$ cat src/rtl/cpu_types_pkg.sv
// Shared CPU-wide scalar types used by the datapath and cache interfaces.
package cpu_types_pkg;
  localparam int WORD_W = 32;
  typedef logic [WORD_W-1:0] word_t;
endpackage

$ cat src/rtl/fetch_pkg.sv
// Types shared between the fetch queue and its ring buffer.
package fetch_pkg;
  import cpu_types_pkg::*;

  typedef struct packed {
    word_t inst;
    word_t pc;
  } fetch_entry_t;
endpackage

$ cat src/rtl/fetch_ring_buffer.sv
// Circular queue of fetched {instruction, PC} entries with flush.
module fetch_ring_buffer
  import fetch_pkg::*;
#(
  parameter int DEPTH = 4,
  localparam int PTR_W = $clog2(DEPTH),
  localparam int CNT_W = $clog2(DEPTH + 1)
) (
  input  logic             CLK,
  input  logic             RST,
  input  logic             push,
  input  fetch_entry_t     pushData,
  input  logic             pop,
  input  logic             flush,
  output fetch_entry_t     headData,
  output logic [CNT_W-1:0] count,
  output logic             full,
  output logic             empty
);

  fetch_entry_t     mem [DEPTH];
  logic [PTR_W-1:0] headPtr;
  logic [PTR_W-1:0] tailPtr;
  logic             doPush;
  logic             doPop;

  assign full     = (count == CNT_W'(DEPTH));
  assign empty    = (count == '0);
  assign doPush   = push && !full && !flush;
  assign doPop    = pop && !empty && !flush;
  assign headData = mem[headPtr];

  // DEPTH is a power of two, so pointer overflow is the modulo wrap.
  always_ff @(posedge CLK) begin
    if (RST || flush) begin
      headPtr <= '0;
      tailPtr <= '0;
      count   <= '0;
    end else begin
      if (doPush) tailPtr <= tailPtr + PTR_W'(1);
      if (doPop)  headPtr <= headPtr + PTR_W'(1);
      if (doPush && !doPop)
        count <= count + CNT_W'(1);
      else if (doPop && !doPush)
        count <= count - CNT_W'(1);
    end
  end

  always_ff @(posedge CLK) begin
    if (doPush) mem[tailPtr] <= pushData;
  end

endmodule

$ cat src/rtl/fetch_queue.sv
// Instruction-fetch front end: sequential PC generation feeding a ring buffer,
// with redirect-and-flush and a sticky halt.
module fetch_queue
  import fetch_pkg::*;
#(
  parameter int          DEPTH   = 4,
  parameter logic [31:0] PC_INIT = 32'h0000_0000,
  parameter logic [31:0] PC_INC  = 32'd4,
  localparam int         CNT_W   = $clog2(DEPTH + 1)
) (
  input  logic             CLK,
  input  logic             RST,
  output logic             imemREN,
  output logic [31:0]      imemaddr,
  input  logic             ihit,
  input  logic [31:0]      imemload,
  input  logic             deq,
  output logic             valid,
  output logic [31:0]      inst_out,
  output logic [31:0]      inst_pc,
  input  logic             redirect,
  input  logic [31:0]      redirect_pc,
  input  logic             halt,
  output logic [CNT_W-1:0] count,
  output logic             full
);

  logic [31:0]  fetchPc;
  logic         haltQ;
  logic         fetchAcc;
  logic         empty;
  fetch_entry_t newEntry;
  fetch_entry_t headEntry;

  assign imemaddr = fetchPc;
  assign imemREN  = !halt && !haltQ && !full;
  assign fetchAcc = ihit && imemREN && !redirect;
  assign newEntry = {imemload, fetchPc};
  assign valid    = !empty;
  assign inst_out = valid ? headEntry.inst : 32'h0;
  assign inst_pc  = valid ? headEntry.pc : 32'h0;

  fetch_ring_buffer #(.DEPTH(DEPTH)) ring (
    .CLK      (CLK),
    .RST      (RST),
    .push     (fetchAcc),
    .pushData (newEntry),
    .pop      (deq),
    .flush    (redirect),
    .headData (headEntry),
    .count    (count),
    .full     (full),
    .empty    (empty)
  );

  // Redirect wins over a concurrent hit; the hit data is simply dropped.
  always_ff @(posedge CLK) begin
    if (RST) begin
      fetchPc <= PC_INIT;
      haltQ   <= 1'b0;
    end else begin
      if (redirect)
        fetchPc <= redirect_pc;
      else if (fetchAcc)
        fetchPc <= fetchPc + PC_INC;
      if (halt) haltQ <= 1'b1;
    end
  end

endmodule

$ cat config.mk
export PLATFORM = sky130hd
export DESIGN_NAME = fetch_queue
export DESIGN_NICKNAME = d
export VERILOG_FILES = /design/src/rtl/cpu_types_pkg.sv /design/src/rtl/fetch_pkg.sv /design/src/rtl/fetch_ring_buffer.sv /design/src/rtl/fetch_queue.sv
export SDC_FILE = /design/constraint.sdc
export NUM_CORES = 1
export LEC_CHECK = 0
export ABC_AREA = 1
export ABC_CLOCK_PERIOD_IN_PS = 4200
export CAP_MARGIN = 20
export CORE_UTILIZATION = 50
export CTS_CLUSTER_SIZE = 16
export DETAILED_ROUTE_END_ITERATION = 10
export PLACE_DENSITY_LB_ADDON = 0.3
export REMOVE_ABC_BUFFERS = 1
export SYNTH_ARGS = -nofsm -noshare
export SYNTH_HDL_FRONTEND = slang
export SYNTH_SLANG_ARGS = --single-unit
export TNS_END_PERCENT = 5
$ cat constraint.sdc
create_clock -name CLK -period 4.2 [get_ports CLK]
set_clock_uncertainty 0.1 [all_clocks]
set_input_delay 0.42 -clock CLK [delete_from_list [all_inputs] [get_ports CLK]]
set_output_delay 0.42 -clock CLK [all_outputs]
set_load 0.01 [all_outputs]
== Word-level counts from Yosys, hierarchy flattened ==
Memories as Yosys holds them, arrays and structs flattened. A register that Yosys moved wholly into a read port is not among the register bits.
Index checks and enable logic that the tools add are counted.

* RAM bits: 256
* Input port bits: 70
* Register bits: 40
* Output and inout port bits: 102
* Memories: 1

{| class="wikitable"
|+ Memories
! name !! depth !! width !! read ports !! clocked after Yosys merged registers in !! wr ports !! line !! source
|-
| ring.mem || 4 || 64 || 1 || 1 || 1 || fetch_ring_buffer.sv:21 || <nowiki>fetch_entry_t mem [DEPTH];</nowiki>
|}

* Reduce and logical (&&, ||, !) cells: 21
* Equality and inequality tests: 1
* Add/subtract/negate cells: 5
* Multiplexer cells: 10

{| class="wikitable"
|+ Operator list
! kind !! number
|-
| 32-bit two-way mux || 4
|-
| 32-bit by 3-bit adder with 32-bit output, second input constant || 1
|-
| 1-bit logical AND || 10
|-
| 1-bit logical NOT || 7
|-
| 3-bit two-way mux || 2
|-
| 2-bit by 1-bit adder with 2-bit output, second input constant || 2
|-
| 2-bit two-way mux || 2
|-
| 2-bit nonzero test || 2
|-
| 3-bit by 1-bit adder with 3-bit output, second input constant || 1
|-
| 3-bit equality test, second input constant || 1
|-
| 3-bit logical NOT || 1
|-
| 3-bit by 1-bit subtractor with 3-bit output, second input constant || 1
|-
| 1-bit two-way mux || 2
|-
| 1-bit logical OR || 1
|}

== Logic depth before layout (Yosys ltp) ==
Gate-level depths: netlist of run 1.

* Word-level depth: 11
* Mapped depth: 13
* Depth with buffers taken out: 11

== Hierarchy ==
From an unflattened synthesis of run 1, not the netlist that was laid out.

* Cell total of the unflattened synthesis: 1,205
* Area total of the unflattened synthesis: 12,791.0 um^2

{| class="wikitable"
|+ By module, submodules not included
! module !! times used !! area each (um^2) !! cells an instance
|-
| fetch_ring_buffer || 1 || 10,002.1 || 694
|-
| fetch_queue || 1 || 2,788.9 || 511
|}

== Least setup slack after synthesis of run 1 ==
OpenSTA, ideal clock, no wires.

* Path kind: register to register
* From: register ring.count[0]
* To: memory ring.mem[0][0] (netlist name) (enable)
* Data required time: 3,614 ps
* Setup time: 486 ps
* Path slack: -112 ps
* Arrival time: 3,726 ps
* Path buffers: 0
* Cell stages (with the launch flop): 7
* Path through: dfxtp_1 -> nor2_1 -> nand2_1 -> nand3_4 -> nor2_4 -> inv_1 -> nor2_1

* Cells in the longest elaborated chain, start to end: 9

{| class="wikitable"
|+ Ends and longest elaborated chain
! what !! line !! source
|-
| start, declared || fetch_ring_buffer.sv:16 || <nowiki>output logic [CNT_W-1:0] count,</nowiki>
|-
| start signal, assigned || fetch_ring_buffer.sv:43 || <nowiki>count <= count + CNT_W'(1);</nowiki>
|-
| start signal, assigned || fetch_ring_buffer.sv:45 || <nowiki>count <= count - CNT_W'(1);</nowiki>
|-
| 3-bit equality test (*) || fetch_ring_buffer.sv:27 || <nowiki>assign full = (count == CNT_W'(DEPTH));</nowiki>
|-
| 1-bit logical NOT (*) || fetch_ring_buffer.sv:29, fetch_queue.sv:36 ||
|-
| 1-bit logical AND || fetch_queue.sv:36 || <nowiki>assign imemREN = !halt && !haltQ && !full;</nowiki>
|-
| 1-bit logical AND (2 in a row) || fetch_queue.sv:37 || <nowiki>assign fetchAcc = ihit && imemREN && !redirect;</nowiki>
|-
| 1-bit logical AND (*) (2 in a row) || fetch_ring_buffer.sv:29 || <nowiki>assign doPush = push && !full && !flush;</nowiki>
|-
| 1-bit two-way mux (*) || fetch_ring_buffer.sv:50 || <nowiki>if (doPush) mem[tailPtr] <= pushData;</nowiki>
|-
| 1-bit two-way mux (implied by the code) (*) || fetch_ring_buffer.sv:50 ||
|-
| end, declared || fetch_ring_buffer.sv:21 ||
|}

Mark *: on every way between the ends. The rest lies on a longest branch, timed or not.

==> impl_metrics.py, run 1 <==
metrics = {
    "global_route": {
        "antenna_found_initial": 0,
        "grt_max_degree": 129,
        "grt.total_usage": 0.232,
        "grt_pass1_vias": 8801,
        "first_pass_grt_wire_length_microns": 47000,
        "grt_overflow_total": 0,
    },
    "synth": {
        "synth-adder-area-share": 0.00759,
        "synth.cell_area_sq_um": 12500,
        "synth.top_cells.by_count": "305 x nor2_1, 256 x edfxtp_1, 151 x o21ai_0",
        "yosysWarningCount": 0,
        "postSynthAreaPerCell_sq_um": 10.5,
        "edff_count_synth": 256,
        "synth_cells": 1193,
        "postSynthRegisterBits": 298,
        "muxShareOfSynthArea": 0,
        "synth_async_sr_flop_share": 0,
        "dominantRegCellSynth": "edfxtp_1",
        "synthDominantCellAreaShare": 0.614,
        "synth-compound-area-share": 0.106,
        "yosysMostFrequentCell": "nor2_1",
        "yosys.area_share.xor_xnor": 0.00769,
        "yosysUniqueCellTypes": 29,
        "yosys.area.top_type": "edfxtp_1",
        "synth-seq-area-share": 0.681,
        "synth_top_family_by_area": "simple AND/OR/NAND/NOR gates",
        "post_synth_and_or_nand_nor_area_fraction": 0.156,
        "netlist_top_cells_area": "edfxtp_1 61%, nor2_1 9.1%, dfxtp_1 6.7%",
    },
    "floorplanning": {
        "initial_core_util": 0.512,
        "die-height_microns": 160,
        "fp.dieArea_sq_um": 25700,
        "core-area_sq_um": 24500,
        "placementRows": 57,
        "num_io_pins": 172,
        "die_width_microns": 160,
    },
    "min_path": {
        "worst_hold_path_type": "reg2reg",
        "whs_path_depth": 1,
        "min-delay-start": "ring.headPtr[0]$_SDFFE_PP0P_",
        "hold_path_end": "ring.headPtr[0]$_SDFFE_PP0P_",
    },
    "timing": {
        "timing_worst_slew_pin_value_ns": 1.09,
        "report.final.slew_viol_count": 0,
        "finalSetupViolations": 0,
        "grt_setup_unrepaired": "false",
        "max_slew_margin": 0.276,
        "final_critical_path_required_period_ns": 3.23,
        "fmax_ghz": 0.310,
        "final.hold.worst_slack_ns": 0.384,
        "finalHoldViolations": 0,
        "share_of_the_clock_period_used_by_the_worst_path_after_layout": 0.768,
    },
    "critical_path": {
        "worstSetupEndpointType": "primary output",
        "setup.reg_to_reg.worst_slack_ns": 1.83,
        "critPathLaunchType": "flop",
        "r2r-start": "ring.count[0]$_SDFFE_PP0P_",
        "crit_fanout": 53,
        "crit_arrival_ns": 2.71,
        "worstSetupPathType": "reg2out",
        "critical_path_required_ns": 3.68,
        "r2r-end": "ring.mem[1][13]$_DFFE_PP_",
        "reg2reg_depth": 7,
    },
    "clocking": {
        "cts_tree": "built",
        "cts-htree-levels": 1,
        "clock_latency_ns": 0.53,
        "tritoncts.num_buffers": 29,
        "post-cts-setup-buffer-count": 0,
        "clk_pin_slew_worst_paths_ns": 0.06,
        "cts_num_sinks": 298,
        "clockRootBuffer": "clkbuf_16",
        "cts-root-to-sink-buffers": 3,
        "cts_resized": 0,
        "post_cts_hold_buffer_count": 0,
    },
    "detailed_routing": {
        "routed_wl_microns": 29500,
        "post_detailed_route_drc_marker_count": 0,
        "drtAntennaViolNets": 0,
        "initialDrtViolationCount": 836,
        "avgViaCountPerCell": 5.32,
        "dr.pass1.iters": 5,
        "routed-via-count": 9021,
        "routed_wire_length_per_instance_microns": 17.4,
    },
    "placed_design": {
        "post-place-cells": 1644,
        "place.gp.congestion": 0.864,
        "portBuffers": 171,
        "detailed_place_hpwl_microns": 17500,
    },
    "cells_and_area": {
        "final_cell_count_no_fill": 1697,
        "fillers": 1876,
        "number_of_diodes_added_for_antenna_fixing": 0,
        "flow.area_growth_from_synthesis_pct": 24.0,
        "layout.area.seq_sq_um": 8530,
        "ratio_of_cells_with_drive_above_1_in_the_final_layout": 0.0612,
        "multiInputGateArea_sq_um": 3510,
        "layout.nets": 1428,
    },
    "pwr": {
        "power.ir.vdd_worst_mv": 0.297,
        "power_density_over_cell_area_nw_per_um2": 395,
        "p_leak_nw": 5.39,
    },
    "run_status": {
        "result_of_the_run": "completed",
    },
    "flow_run": {
        "drv.max_cap_violation_count": 0,
    },
}
## worst max-delay path: stages, from the launching register on
cell,delay [ns]
dfxtp_2,0.32
inv_2,0.76
buf_4,0.35
nor2_1,0.06
o21ai_0,0.08
a21oi_1,0.09
clkdlybuf4s50_1,0.49
## report_power, final
part | leakage (nW) | switching, W | internal [W]
sequential | 2.67 | 0.0000593 | 0.00326
combinational | 2.28 | 0.000201 | 0.000191
clock | 0.446 | 0.00103 | 0.00140
## per-stage QoR
stage	TNS [ns]	area, sq um	util	power, W	worst slack (ns)
6_report	0	15500	0.635	0.00614	0.975
3_3_place_gp	0	14600	0.598	0.00376	1.48
4_1_cts	0	15500	0.635	0.00618	0.921
2_1_floorplan	-127.19	12300	-	0.00351	-1.01
3_5_place_dp	0	14600	0.598	0.00377	1.42
5_1_grt	0	15500	0.635	0.00633	0.779
## cells in the final DEF, fill, tap and decap left out, drive strengths merged
cell,n
a21oi,97
a311oi,1
a31oi,6
buf,16
bufinv,1
clkbuf,41
clkdlybuf4s50,171
clkinv,12
dfxtp,42
edfxtp,256
fa,1
ha,6
inv,66
nand2,142
nand3,26
nand4,1
nor2,316
nor3,3
o21ai,156
o21bai,2
xnor2,4
xor2,7
## layout make-up
type,instances,area share
Clock buffer,41,0.0522
Clock inverter,12,0.00548
Inverter,67,0.0163
Multi-Input combinational cell,768,0.226
Sequential cell,298,0.550
Tap cell,324,0.0261
Timing Repair Buffer,187,0.124
## routing by layer
| layer | routed length [microns] | vias up | GRT usage | part of all wire |
|---|---|---|---|---|
| li1 | - | 4375 | - | - |
| met1 | 13200 | 4256 | 0.333 | 0.45 |
| met2 | 13900 | 353 | 0.376 | 0.47 |
| met3 | 1990 | 37 | 0.0275 | 0.068 |
| met4 | 470 | 0 | 0.0602 | 0.016 |
| met5 | 0 | - | 0 | 0 |
## state kept, by name, summed over array words and instances (netlist names), named ones only
| signal | flops |
|---|---|
| ring.count | 3 |
| ring.mem | 256 |
| haltQ | 1 |
| imemaddr | 32 |
| ring.headPtr | 2 |
| ring.tailPtr | 2 |
## cells by family after synthesis
family / after synthesis
DFF: 298
AOI/OAI and AO/OA: 262
adders and majority gates: 7
xor gates and xnor gates: 11
buffers and inverters: 127
and+or+nand+nor: 488
## worst max-delay path by stage
stage | end | depth (start not counted) | slack, ns
floorplan | ring.count[2]$_SDFFE_PP0P_ | 10 | -1.01
global placement | ring.mem[1][38]$_DFFE_PP_ | 7 | 1.48
detailed placement | ring.mem[1][38]$_DFFE_PP_ | 7 | 1.42
CTS | inst_out[23] | 6 | 0.92
global route | inst_out[5] | 6 | 0.78
finish | inst_out[27] | 6 | 0.97
No activity file was read; power rests on OpenSTA's default activity.
==> run 2, diff against run 1 <==
--- a/config.mk
+++ b/config.mk
@@ -6,9 +6,9 @@
 export NUM_CORES = 1
 export LEC_CHECK = 0
 export ABC_AREA = 1
-export ABC_CLOCK_PERIOD_IN_PS = 4200
+export ABC_CLOCK_PERIOD_IN_PS = 3200
 export CAP_MARGIN = 20
-export CORE_UTILIZATION = 50
+export CORE_UTILIZATION = 55
 export CTS_CLUSTER_SIZE = 16
 export DETAILED_ROUTE_END_ITERATION = 10
 export PLACE_DENSITY_LB_ADDON = 0.3
==> constraint.sdc (replaced) <==
create_clock -name CLK -period 3.2 [get_ports CLK]
set_clock_uncertainty 0.1 [all_clocks]
set_input_delay 0.32 -clock CLK [delete_from_list [all_inputs] [get_ports CLK]]
set_output_delay 0.32 -clock CLK [all_outputs]
set_load 0.01 [all_outputs]
==> run 2 against run 1 <==
Sequential share of layout area rose by 0.16 points. Worst hold slack lost 0.14 ns. Critical path type unchanged. Sequential power rose by 31%. Combinational power increased by 33%. Clock-buffer cell count increased by 2.
==> impl_metrics.py, run 2 (synthesized netlist as in run 1, its figures left out) <==
metrics = {
    "global_route": {
        "grt_overflow_total": 0,
        "antenna_found_initial": 0,
        "grt.total_usage": 0.256,
        "global_route.usage.met2": 0.437,
        "gr-max-usage-layer": "met2",
        "met3_track_demand_over_resource": 0.0388,
        "first_pass_grt_wire_length_microns": 46800,
        "grt_pass1_vias": 8991,
        "grt_max_degree": 65,
        "use_met1": 0.333,
    },
    "critical_path": {
        "crit_arrival_ns": 2.69,
        "reg2reg_depth": 7,
        "critPathLaunchType": "flop",
        "critical_path_required_ns": 2.78,
        "cp_num_buf_inv": 2,
        "r2r-end": "ring.mem[3][6]$_DFFE_PP_",
        "path_delay_family": "buffers and inverters",
        "worstSetupEndpointType": "primary output",
        "slowest_stage": "clkdlybuf4s50_1",
        "critPathMostFrequentCell": "nor2_1",
        "worstSetupPathType": "reg2out",
        "max_stage_delay_ns": 0.64,
        "crit_fanout": 40,
        "setup.reg_to_reg.worst_slack_ns": 0.85,
        "path_cells": "buf_6, nor2_1, nor2_1, o21ai_0, a21oi_1, clkdlybuf4s50_1",
        "r2r-start": "ring.count[0]$_SDFFE_PP0P_",
    },
    "clocking": {
        "tritoncts.num_buffers": 29,
        "cts_tree": "built",
        "clockRootBuffer": "clkbuf_16",
        "cts_num_sinks": 298,
        "clock_latency_ns": 0.53,
        "cts-htree-levels": 1,
        "cts-root-to-sink-buffers": 3,
        "post_cts_hold_buffer_count": 0,
        "clk_pin_slew_worst_paths_ns": 0.06,
    },
    "pwr": {
        "power_density_over_cell_area_nw_per_um2": 511,
        "power.ir.vdd_worst_mv": 0.428,
        "finalPower_w": 0.00792,
        "p_leak_nw": 5.40,
    },
    "timing": {
        "grt_setup_unrepaired": "true",
        "timing_worst_slew_pin_value_ns": 0.624,
        "finalHoldViolations": 0,
        "max_slew_margin": 0.582,
        "report.final.slew_viol_count": 0,
        "share_of_the_clock_period_used_by_the_worst_path_after_layout": 0.972,
        "final_critical_path_required_period_ns": 3.11,
        "finalSetupViolations": 0,
        "fmax_ghz": 0.322,
        "final.hold.worst_slack_ns": 0.247,
        "setup_slack_ns": 0.0902,
    },
    "cells_and_area": {
        "multiInputGateArea_sq_um": 3510,
        "final_cell_count_no_fill": 1660,
        "ratio_of_cells_with_drive_above_1_in_the_final_layout": 0.0601,
        "layout.area.seq_sq_um": 8530,
        "finalInstanceArea_sq_um": 15500,
        "mostFrequentLayoutCell": "nor2_1",
        "number_of_diodes_added_for_antenna_fixing": 0,
        "largest_reg_flops": 256,
        "layout.nets": 1435,
        "layout_common_cells": "301 x nor2_1, 256 x edfxtp_1, 171 x clkdlybuf4s50_1",
        "fillers": 1569,
        "flow.area_growth_from_synthesis_pct": 23.6,
        "largest-register": "ring.mem",
    },
    "detailed_routing": {
        "avgViaCountPerCell": 5.57,
        "routed_wire_length_per_instance_microns": 17.9,
        "dr.pass1.iters": 6,
        "post_detailed_route_drc_marker_count": 0,
        "routed_wl_microns": 29800,
        "routed-via-count": 9244,
        "initialDrtViolationCount": 856,
        "drtAntennaViolNets": 0,
    },
    "placed_design": {
        "detailed_place_hpwl_microns": 18100,
        "place_ws_ns": 0.442,
        "place.gp.congestion": 0.898,
        "portBuffers": 171,
        "post-place-cells": 1607,
        "instance_area_at_placement_sq_um": 14600,
    },
    "min_path": {
        "min-delay-start": "redirect_pc[0]",
        "worst_hold_path_type": "in2reg",
        "whs_path_depth": 3,
        "hold_path_end": "imemaddr[0]$_SDFFE_PP0P_",
    },
    "floorplanning": {
        "die_width_microns": 153,
        "core-area_sq_um": 22100,
        "fp.dieArea_sq_um": 23400,
        "num_io_pins": 172,
        "initial_core_util": 0.567,
        "placementRows": 54,
        "die-height_microns": 153,
    },
    "flow_run": {
        "drv.max_cap_violation_count": 0,
    },
    "run_status": {
        "result_of_the_run": "completed",
    },
}
==> run 2: timing repair <==
action / in CTS / in global routing
pin swaps: 0 / 0
setup buffers: 0 / 0
endpoints found under the setup margin: 9 / 51
gates resized for setup: 2 / 2
==> run 2: worst max path at each step <==
stage,endpoint,slack (ns),depth (start not counted)
global route,inst_out[10],-0.05,5
detailed placement,inst_out[10],0.44,5
global placement,inst_pc[31],0.59,6
finish,inst_pc[16],0.09,6
CTS,inst_out[3],-0.0003,5
floorplan,ring.count[2]$_SDFFE_PP0P_,-2.01,10
==> run 2: power breakdown <==
part | leakage, nW | internal, W | total [W] | switching (W)
clock network | 0.409 | 0.00171 | 0.00304 | 0.00133
logic | 2.33 | 0.000255 | 0.000522 | 0.000267
registers | 2.67 | 0.00427 | 0.00435 | 0.0000791
==> run 2: metal layers <==
layer | share of wire | routed length (microns)
met5 | 0 | 0
met2 | 0.48 | 14400
met4 | 0.027 | 815
met3 | 0.079 | 2360
met1 | 0.41 | 12200
==> run 2: final cells by class <==
class,instances,share of cell area
clock buffers,43,0.0516
well taps,280,0.0226
repair buffers,194,0.129
multi-input cells,768,0.227
clock inverters,10,0.00291
inverters,67,0.0164
flip-flops and latches,298,0.551
==> run 2: tightest hold or removal path, delay by kind of cell <==
kind / cells / cell delay (ns)
buf+inv: 1 / 0.39
simple gates: 1 / 0.06
compound gates: 1 / 0.06
==> run 2: stage by stage <==
step            util   TNS (ns)
2_1_floorplan      -    -448.69
3_3_place_gp   0.662          0
3_5_place_dp   0.662          0
4_1_cts        0.701  -0.000428
5_1_grt        0.701     -0.155
6_report       0.701          0
==> run 3, diff against run 2 <==
--- a/config.mk
+++ b/config.mk
@@ -9,6 +9,7 @@
 export ABC_CLOCK_PERIOD_IN_PS = 3200
 export CAP_MARGIN = 20
 export CORE_UTILIZATION = 55
+export CTS_CLUSTER_DIAMETER = 60
 export CTS_CLUSTER_SIZE = 16
 export DETAILED_ROUTE_END_ITERATION = 10
 export PLACE_DENSITY_LB_ADDON = 0.3
==> run 3 against run 2 <==
Sequential share of layout area is 0.72 points higher. Core utilization is 0.90 points lower. Worst hold slack better by 0.032 ns. Register-to-register slack worse by 0.04 ns. Largest cell class unchanged.
==> impl_metrics.py, run 3 (synthesized netlist as in run 1, its figures left out) <==
metrics = {
    "run_status": {
        "result_of_the_run": "completed",
    },
    "detailed_routing": {
        "post_detailed_route_drc_marker_count": 0,
        "avgViaCountPerCell": 5.58,
        "routed_wire_length_per_instance_microns": 17.9,
        "routed-via-count": 9190,
        "initialDrtViolationCount": 769,
        "routed_wl_microns": 29400,
        "drtAntennaViolNets": 0,
        "dr.pass1.iters": 5,
    },
    "clocking": {
        "cts_num_sinks": 298,
        "tritoncts.num_buffers": 22,
        "cts_tree": "built",
        "clock_latency_ns": 0.51,
        "cts_resized": 1,
        "clk_pin_slew_worst_paths_ns": 0.07,
        "cts-root-to-sink-buffers": 3,
        "post-cts-setup-buffer-count": 0,
        "post_cts_hold_buffer_count": 0,
        "cts-htree-levels": 1,
        "clockRootBuffer": "clkbuf_16",
    },
    "floorplanning": {
        "num_io_pins": 172,
        "core-area_sq_um": 22100,
        "fp.dieArea_sq_um": 23400,
        "die-height_microns": 153,
        "placementRows": 54,
        "initial_core_util": 0.567,
        "die_width_microns": 153,
    },
    "cells_and_area": {
        "layout.nets": 1428,
        "mostFrequentLayoutCell": "nor2_1",
        "flow.area_growth_from_synthesis_pct": 22.0,
        "fillers": 1592,
        "final_cell_count_no_fill": 1647,
        "ratio_of_cells_with_drive_above_1_in_the_final_layout": 0.0534,
        "layout.area.seq_sq_um": 8530,
        "multiInputGateArea_sq_um": 3510,
        "largest_reg_flops": 256,
        "number_of_diodes_added_for_antenna_fixing": 0,
        "layout_common_cells": "301 x nor2_1, 256 x edfxtp_1, 171 x clkdlybuf4s50_1",
        "largest-register": "ring.mem",
    },
    "critical_path": {
        "setup.reg_to_reg.worst_slack_ns": 0.81,
        "crit_end": "inst_pc[19]",
        "r2r-end": "ring.mem[3][7]$_DFFE_PP_",
        "critPathLaunchType": "flop",
        "r2r-start": "ring.count[0]$_SDFFE_PP0P_",
        "slowest_stage": "dfxtp_4",
        "critPathMostFrequentCell": "nor2_1",
        "crit_arrival_ns": 2.65,
        "worstSetupEndpointType": "primary output",
        "max_stage_delay_ns": 0.62,
        "crit_fanout": 40,
        "crit_cells": 6,
        "path_cells": "buf_6, nor2_1, nor2_1, o21ai_0, a21oi_1, clkdlybuf4s50_1",
        "critical_path_required_ns": 2.78,
        "reg2reg_depth": 7,
        "path_delay_family": "buffers and inverters",
        "cp_num_buf_inv": 2,
        "worstSetupPathType": "reg2out",
    },
    "global_route": {
        "global_route.usage.met2": 0.436,
        "grt.total_usage": 0.253,
        "grt_pass1_vias": 8911,
        "grt_overflow_total": 0,
        "met3_track_demand_over_resource": 0.0337,
        "antenna_found_initial": 0,
        "first_pass_grt_wire_length_microns": 46300,
        "grt_max_degree": 65,
        "gr-max-usage-layer": "met2",
        "use_met1": 0.332,
    },
    "timing": {
        "finalHoldViolations": 0,
        "timing.setup.tns_ns": 0,
        "max_slew_margin": 0.582,
        "timing_worst_slew_pin_value_ns": 0.625,
        "setup_slack_ns": 0.134,
        "finalSetupViolations": 0,
        "fmax_ghz": 0.326,
        "final.hold.worst_slack_ns": 0.278,
        "report.final.slew_viol_count": 0,
        "grt_setup_unrepaired": "false",
        "share_of_the_clock_period_used_by_the_worst_path_after_layout": 0.958,
        "final_critical_path_required_period_ns": 3.07,
    },
    "pwr": {
        "power.ir.vdd_worst_mv": 0.265,
        "power_density_over_cell_area_nw_per_um2": 486,
        "finalPower_w": 0.00742,
        "p_leak_nw": 5.30,
    },
    "placed_design": {
        "place_ws_ns": 0.442,
        "post-place-cells": 1607,
        "place.gp.congestion": 0.898,
        "portBuffers": 171,
        "detailed_place_hpwl_microns": 18100,
    },
    "flow_run": {
        "drv.max_cap_violation_count": 0,
    },
    "min_path": {
        "worst_hold_path_type": "in2reg",
    },
}
[run 3: cell count changes in the layout (fill, tap and decap cells not counted), sizes merged]
cell,change
clkinv,-7
clkbuf,-5
buf,+1
inv,-2
[run 3: final cells by class]
class	count	area share
Timing Repair Buffer	194	0.131
Clock buffer	39	0.0416
Sequential cell	298	0.558
Tap cell	280	0.0229
Multi-Input combinational cell	768	0.230
Inverter	67	0.0168
Clock inverter	1	0.000327
[run 3: report_power, final]
part | internal, W | total, W | switching, W
Combinational | 0.000255 | 0.000523 | 0.000267
Sequential | 0.00427 | 0.00435 | 0.0000787
Clock | 0.00135 | 0.00255 | 0.00120
Total | 0.00587 | 0.00742 | 0.00155
[run 3: metal layers]
layer | share of wire | wire, microns | up-vias
li1 | - | - | 4376
met1 | 0.41 | 12100 | 4337
met2 | 0.49 | 14300 | 423
met3 | 0.077 | 2270 | 54
met4 | 0.025 | 732 | 0
met5 | 0 | 0 | -
[run 3: worst min-delay path by stage]
stage	start	endpoint	slack [ns]	cells after the start
finish	redirect_pc[0]	imemaddr[0]$_SDFFE_PP0P_	0.28	3
floorplan	RST	imemaddr[0]$_SDFFE_PP0P_	0.29	1
global placement	ring.headPtr[1]$_SDFFE_PP0P_	flop	0.35	2
CTS	redirect_pc[0]	imemaddr[0]$_SDFFE_PP0P_	0.26	3
detailed placement	ring.headPtr[1]$_SDFFE_PP0P_	flop	0.36	2
global route	redirect_pc[0]	imemaddr[0]$_SDFFE_PP0P_	0.29	3
[run 3: tightest hold or removal path, stage by stage]
cell,delay (ns)
clkdlybuf4s50_1,0.39
nand2_1,0.06
a21oi_1,0.06
[run 3: per-stage QoR]
step                       util  area [sq um]
after floorplan               -         12300
after global placement    0.662         14600
after detailed placement  0.662         14600
after CTS                 0.691         15300
after global routing      0.692         15300
final                     0.692         15300
